--- src/rtl/counter_ir_capture.sv ---
// IR/pulse input capture: measures high time and rising-to-rising period in i_clk cycles.
// Optional glitch filter enabled by defining COUNTER_IR_CAPTURE_GLITCH_FILTER_EN.
module counter_ir_capture #(
  parameter int unsigned CNT_W       = 32,
  parameter int unsigned SYNC_STAGES = 2,
  parameter int unsigned FILT_LEN    = 3
) (
  input  logic             i_clk,
  input  logic             i_rst_n,
  input  logic             i_enable,
  input  logic             i_invert,
  input  logic             i_ir_din,
  input  logic [CNT_W-1:0] i_timeout_value,
  output logic [CNT_W-1:0] o_cap_high,
  output logic [CNT_W-1:0] o_cap_period,
  output logic             o_cap_valid,
  input  logic             i_cap_ready,
  input  logic             i_ovr_clr,
  output logic             o_cap_overrun,
  output logic             o_timeout,
  output logic             o_busy
);

  typedef enum logic [1:0] {
    IDLE = 2'd0,
    HIGH = 2'd1,
    LOW  = 2'd2
  } state_t;

  state_t             state_q;
  logic [SYNC_STAGES-1:0] sync_q;
  logic               lvl;
  logic               s;
  logic               s_d_q;
  logic               rise;
  logic               fall;
  logic [CNT_W-1:0]   cnt_q;
  logic [CNT_W-1:0]   cnt_inc;
  logic [CNT_W-1:0]   hi_len_q;
  logic               timeout_hit;
  logic               cand;
  logic               drop;
  logic               accept;

  // Metastability synchronizer for the asynchronous pin
  always_ff @(posedge i_clk or negedge i_rst_n) begin
    if (!i_rst_n) begin
      sync_q <= '0;
    end else begin
      sync_q <= {sync_q[SYNC_STAGES-2:0], i_ir_din};
    end
  end

`ifdef COUNTER_IR_CAPTURE_GLITCH_FILTER_EN
  localparam int unsigned FILT_CW = (FILT_LEN > 1) ? $clog2(FILT_LEN) : 1;

  logic               filt_q;
  logic [FILT_CW-1:0] filt_cnt_q;

  // Filtered level follows the input only after FILT_LEN consecutive differing samples
  always_ff @(posedge i_clk or negedge i_rst_n) begin
    if (!i_rst_n) begin
      filt_q     <= 1'b0;
      filt_cnt_q <= '0;
    end else if (sync_q[SYNC_STAGES-1] == filt_q) begin
      filt_cnt_q <= '0;
    end else if (filt_cnt_q == FILT_CW'(FILT_LEN - 1)) begin
      filt_q     <= sync_q[SYNC_STAGES-1];
      filt_cnt_q <= '0;
    end else begin
      filt_cnt_q <= filt_cnt_q + FILT_CW'(1);
    end
  end

  assign lvl = filt_q;
`else
  assign lvl = sync_q[SYNC_STAGES-1];
`endif

  assign s    = lvl ^ i_invert;
  assign rise = s & ~s_d_q;
  assign fall = ~s & s_d_q;

  always_ff @(posedge i_clk or negedge i_rst_n) begin
    if (!i_rst_n) begin
      s_d_q <= 1'b0;
    end else begin
      s_d_q <= s;
    end
  end

  // Saturating increment so very long phases never wrap
  assign cnt_inc     = (cnt_q == '1) ? cnt_q : cnt_q + CNT_W'(1);
  assign timeout_hit = (i_timeout_value != '0) && (cnt_q == i_timeout_value);

  // Measurement FSM; timeout wins over a coincident edge
  always_ff @(posedge i_clk or negedge i_rst_n) begin
    if (!i_rst_n) begin
      state_q   <= IDLE;
      cnt_q     <= '0;
      hi_len_q  <= '0;
      o_timeout <= 1'b0;
      o_busy    <= 1'b0;
    end else begin
      o_timeout <= 1'b0;
      if (!i_enable) begin
        state_q <= IDLE;
        cnt_q   <= '0;
        o_busy  <= 1'b0;
      end else begin
        case (state_q)
          IDLE: begin
            cnt_q <= '0;
            if (rise) begin
              state_q <= HIGH;
              cnt_q   <= CNT_W'(1);
              o_busy  <= 1'b1;
            end
          end
          HIGH: begin
            if (timeout_hit) begin
              state_q   <= IDLE;
              cnt_q     <= '0;
              o_busy    <= 1'b0;
              o_timeout <= 1'b1;
            end else begin
              cnt_q <= cnt_inc;
              if (fall) begin
                hi_len_q <= cnt_q;
                state_q  <= LOW;
              end
            end
          end
          LOW: begin
            if (timeout_hit) begin
              state_q   <= IDLE;
              cnt_q     <= '0;
              o_busy    <= 1'b0;
              o_timeout <= 1'b1;
            end else if (rise) begin
              state_q <= HIGH;
              cnt_q   <= CNT_W'(1);
            end else begin
              cnt_q <= cnt_inc;
            end
          end
          default: begin
            state_q <= IDLE;
            cnt_q   <= '0;
            o_busy  <= 1'b0;
          end
        endcase
      end
    end
  end

  assign cand   = i_enable && (state_q == LOW) && rise && !timeout_hit;
  assign accept = o_cap_valid & i_cap_ready;
  assign drop   = cand & o_cap_valid & ~i_cap_ready;

  // Result holding register with valid/ready handshake
  always_ff @(posedge i_clk or negedge i_rst_n) begin
    if (!i_rst_n) begin
      o_cap_high   <= '0;
      o_cap_period <= '0;
      o_cap_valid  <= 1'b0;
    end else if (cand && !drop) begin
      o_cap_high   <= hi_len_q;
      o_cap_period <= cnt_q;
      o_cap_valid  <= 1'b1;
    end else if (accept) begin
      o_cap_valid  <= 1'b0;
    end
  end

  // Sticky overrun; a new drop beats a simultaneous clear
  always_ff @(posedge i_clk or negedge i_rst_n) begin
    if (!i_rst_n) begin
      o_cap_overrun <= 1'b0;
    end else if (drop) begin
      o_cap_overrun <= 1'b1;
    end else if (i_ovr_clr) begin
      o_cap_overrun <= 1'b0;
    end
  end

endmodule

--- config.mk ---
export PLATFORM = sky130hd
export DESIGN_NAME = counter_ir_capture
export DESIGN_NICKNAME = d
export VERILOG_FILES = /design/src/rtl/counter_ir_capture.sv
export SDC_FILE = /design/constraint.sdc
export NUM_CORES = 1
export LEC_CHECK = 0
export CAP_MARGIN = 15
export CORE_ASPECT_RATIO = 1.25
export CORE_UTILIZATION = 30
export CTS_CLUSTER_DIAMETER = 100
export DETAILED_ROUTE_END_ITERATION = 7
export PLACE_DENSITY = 0.55
export REMOVE_ABC_BUFFERS = 1
export SKIP_LAST_GASP = 1
export SLEW_MARGIN = 20
export SYNTH_ARGS = -nofsm -noshare
export SYNTH_HDL_FRONTEND = slang
export SYNTH_SLANG_ARGS = --single-unit
--- constraint.sdc ---
create_clock -name i_clk -period 3.6 [get_ports i_clk]
set_input_delay 0.54 -clock i_clk [delete_from_list [all_inputs] [get_ports i_clk]]
set_output_delay 0.54 -clock i_clk [all_outputs]
set_load 0.02 [all_outputs]
# Yosys cells after proc, flatten, opt, wreduce, memory -nomap -nowiden
# Cells that the tools add are included.
# word_totals
wordCells,67
inputBits,39
output_inout_bits,68
reg_bits,137
# classes
eq_ne,7
add_sub_neg,1
n_reduce_logical,14
muxes,24
bitwise,10
# op_table
operator,n
two-way mux 32 bit,5
case mux 32 bit (3 select lines),1
adder 32 x 1 -> 32 bit (second input constant),1
equality test 32 bit,1
equality test 32 bit (second input constant),1
nonzero test 32 bit,1
two-way mux 1 bit,11
two-way mux 2 bit,5
case mux 2 bit (3 select lines),1
bitwise AND 1 bit,5
logical AND 1 bit,5
!= test 4 bit (second input constant),1
inverter 1 bit,4
AND reduction 4 bit,1
nonzero test 2 bit,2
!= test 3 x 2 -> 1 bit (second input constant),1
!= test 3 bit (second input constant),1
equality test 2 x 1 -> 1 bit (second input constant),1
equality test 2 bit (second input constant),1
zero test 1 bit,2
zero test 2 bit,1
case mux 1 bit (2 select lines),1
AND reduction 2 bit,1
OR reduction 2 bit,1
XOR 1 bit,1

# Logic depth before layout (Yosys ltp)
# depth
ltp_word,9
mapped_depth,9
mapped_depth_nobuf,7

# Least setup slack after synthesis
# No wires, ideal clock.
# synth_timing
path_kind,input port to flip-flop
from,input i_timeout_value[25]
to,register o_cap_high[0]
arrival_time_ns,2.226
t_required_ns,3.475
setup_ns,0.125
stages,8
path_buffers,2
setup_slack_ns,1.249
cell_sequence,nor4_1 nand4_1 or2_2 a31oi_2 and3_1 buf_6 buf_12 mux2_4
# synth_between
elab_chain_cells,8
word_cells_on_any_way,9
classes_between,1 x eq/ne; 2 x bitwise; 6 x reduce/logical
# synth_rtl
item,line_no,text
from (decl),13,"input logic [CNT_W-1:0] i_timeout_value,"
equality test 32 bit or nonzero test 32 bit (tied branches),94,assign timeout_hit = (i_timeout_value != '0) && (cnt_q == i_timeout_value);
logical AND 1 bit *,94,
zero test 1 bit *,157,assign cand = i_enable && (state_q == LOW) && rise && !timeout_hit;
logical AND 1 bit *,157,
bitwise AND 1 bit (2 in series),159,assign drop = cand & o_cap_valid & ~i_cap_ready;
zero test 1 bit,167,end else if (cand && !drop) begin
logical AND 1 bit *,167,
to (signal assigned),168,o_cap_high <= hi_len_q;
to (decl),14,"output logic [CNT_W-1:0] o_cap_high,"
# Every way passes the cells marked *; elsewhere a longest branch is shown, timed or not.
# A chain may end at the register's enable or synchronous reset.

# Worst setup path after layout
# layout_timing
from,input i_timeout_value[17]
to,register o_cap_period[16]
# layout_between
elab_chain_cells,8
word_cells_on_any_way,9
classes_between,1 x eq/ne; 2 x bitwise; 6 x reduce/logical
# layout_rtl
item,line_no,text
equality test 32 bit or nonzero test 32 bit (tied branches),94,
logical AND 1 bit *,94,
zero test 1 bit *,157,
logical AND 1 bit *,157,
bitwise AND 1 bit (2 in series),159,
zero test 1 bit,167,
logical AND 1 bit *,167,
to (signal assigned),169,o_cap_period <= cnt_q;
to (decl),15,"output logic [CNT_W-1:0] o_cap_period,"
# Marked as above.

==> flow_summary.json <==
{
  "cap_violations": 0,
  "r2r_slack_ns": 1.00,
  "overflow": 0,
  "die_y_um": 168,
  "fin_crit_sh_pct": 81.4,
  "synth.most_common_cell": "dfrtp_1",
  "portBuffers": 106,
  "synthArstFlopShare_pct": 100,
  "grt_pass1_vias": 4413,
  "io-pin-count": 107,
  "ff2ff_path_depth": 7,
  "antenna_found_initial": 0,
  "rr_startpoint": "cnt_q[0]",
  "clock_latency_ns": 0.42,
  "cts.sinks": 137,
  "grt_max_degree": 87,
  "syn-instance-count": 503,
  "ctsRootBufferMaster": "clkbuf_16",
  "cp.arrival_ns": 3.23,
  "crit_required_ns": 3.90,
  "clk_path_buf_depth": 2,
  "first_pass_iters": 4,
  "gp_congestion": 0.860,
  "ys.flop_type": "dfrtp_1",
  "ctsResizeCount": 0,
  "ys_ff_latch": 137,
  "numCtsBuffers": 17,
  "core-area_um2": 21500,
  "chipWidth_um": 135,
  "dp_hpwl_um": 11300,
  "syn-cell-area_um2": 6590,
  "pre_cts_ws_ns": 0.266,
  "tritoncts": "built",
  "r2r-end": "cnt_q[20]",
  "period_needed_ns": 2.93,
  "drt_iter0_markers": 237,
  "fp.dieArea_um2": 22600,
  "htreeDepth": 4,
  "powerDensity_nw_per_um2": 428,
  "drt-total-wl_um": 15700,
  "run_status": "completed",
  "synth_cell_types": 46,
  "grt_pass1_wl_um": 25200,
  "fin_tns_setup_ns": 0,
  "synth_seq_area_share_pct": 52.0,
  "synth_area_leaders": "dfrtp_1 52%, mux2_4 14%, mux2_2 6.2%",
  "fin_ws_ns": 0.669,
  "irDropWorstVdd_mv": 0.300,
  "yosys-top-cells-count": "137 x dfrtp_1, 60 x mux2_4, 42 x nor2_1, 36 x mux2_2, 32 x xor2_1",
  "cp-end-kind": "flip-flop",
  "clk_pin_slew_ns": 0.05,
  "insertedDiodeCount": 0,
  "min_path_type": "in -> async",
  "post-route-util_pct": 39.3,
  "wl_per_cell_um": 17.5,
  "synth_top_area_cell": "dfrtp_1",
  "vias": 4282,
  "start_util_pct": 30.6,
  "finalClockSkew_ns": 0.00855,
  "hold_violations": 0,
  "slew_headroom_pct": 37.9,
  "row_count": 60,
  "hold_buffers": 0,
  "worst_setup_path_start_kind": "input pin",
  "area_delta_synth_final_pct": 28.6,
  "critPathMaxFanout": 32,
  "p_leak_uw": 0.00364,
  "grtUsageTotal_pct": 14.7,
  "synth.avg_cell_area_um2": 13.1,
  "drt-vias-per-instance": 4.77,
  "worstMarginPinSlew_ns": 0.928,
  "yosysWarnings": 0,
  "grt_setup_unrepaired": "no",
  "path_class": "in -> reg",
  "nets": 650,
  "post_cts.repair.setup_buffers": 0,
  "drc_errors": 0,
  "fmax_mhz": 341,
  "final_layout_size_suffix_gt1_share_pct": 23.9,
  "slew_violations": 0,
  "yosysTopAreaCellShare_pct": 52.0,
  "ant_nets": 0,
  "synth_edf_count": 0,
  "setup_viol": 0
}
==> worst max-delay path: stages <==
cell	delay, ns
clkdlybuf4s50_1	0.49
nor4_1	0.40
nand4_1	0.19
or2_2	0.39
a31oi_2	0.20
and3_4	0.37
buf_12	0.28
mux2_4	0.33
==> power breakdown <==
part	total [uW]	switching (uW)	internal, uW
sequential	1560	11.0	1550
clock	1860	668	1190
combinational	200	114	86.7
==> sequential cells by signal, indices dropped and copies added (netlist names) <==
register,cells
o_cap_high,32
s_d_q,1
o_busy,1
o_cap_overrun,1
state_q,2
o_cap_valid,1
hi_len_q,32
o_timeout,1
sync_q,2
cnt_q,32
o_cap_period,32
==> per-layer routing <==
metal / GRT usage, % / vias up / part of all wire [%]
met5: 0 / - / 0
met3: 3.63 / 21 / 5.8
met1: 20.3 / 2161 / 47
li1: - / 1977 / -
met4: 5.42 / 0 / 1.4
met2: 22.3 / 123 / 46
==> cell type report <==
type	instances	area (um^2)
Clock buffer	20	457
Clock inverter	11	169
Fill cell	2033	13100
Inverter	9	33.8
Multi-Input combinational cell	328	2890
Sequential cell	137	3430
Tap cell	279	349
Timing Repair Buffer	113	1150
==> cells by family after synthesis <==
kind of cell	count (synthesis)	share of synthesized area, %
compound gates	27	3.11
xor+xnor	62	8.24
fa+ha+maj	5	0.949
buf+inv	38	4.41
flops	137	52.0
mux	97	20.0
simple gates	137	11.3
==> how the worst max path moves through the flow <==
stage / startpoint / endpoint / slack (ns) / depth (start not counted)
CTS: i_timeout_value[12] / o_cap_high[11] / 0.72 / 8
global placement: i_timeout_value[17] / o_cap_period[9] / 0.24 / 8
finish: i_timeout_value[17] / o_cap_period[16] / 0.67 / 8
detailed placement: i_timeout_value[17] / o_cap_high[11] / 0.27 / 8
floorplan: i_timeout_value[25] / o_cap_high[31] / -0.79 / 6
global route: i_timeout_value[17] / o_cap_high[16] / 0.58 / 8
==> layout by cell type (no fill, tap or decap), types with 6 or more instances in the layout <==
cell type	count
nor2_1	42
inv_1	9
nor4_1	9
nand3_1	22
or3_1	6
dfrtp_1	137
clkbuf_16	17
nand2_1	14
mux2_2	36
clkdlybuf4s50_1	105
nand4_1	15
and3_1	6
xnor2_1	30
a21oi_1	7
mux2_4	60
nor3_1	7
xor2_1	32
==> per-stage QoR <==
stage	cells	hold slack [ns]	cell area [um^2]	power [uW]
floorplan	474	0.244	6330	1670
detailed placement	866	0.341	7850	1790
global placement	866	0.334	7850	1790
CTS	897	0.212	8480	3670
global route	897	0.255	8480	3760
finish	897	0.196	8480	3630
Note: power is estimated with default switching activity, not from simulation.
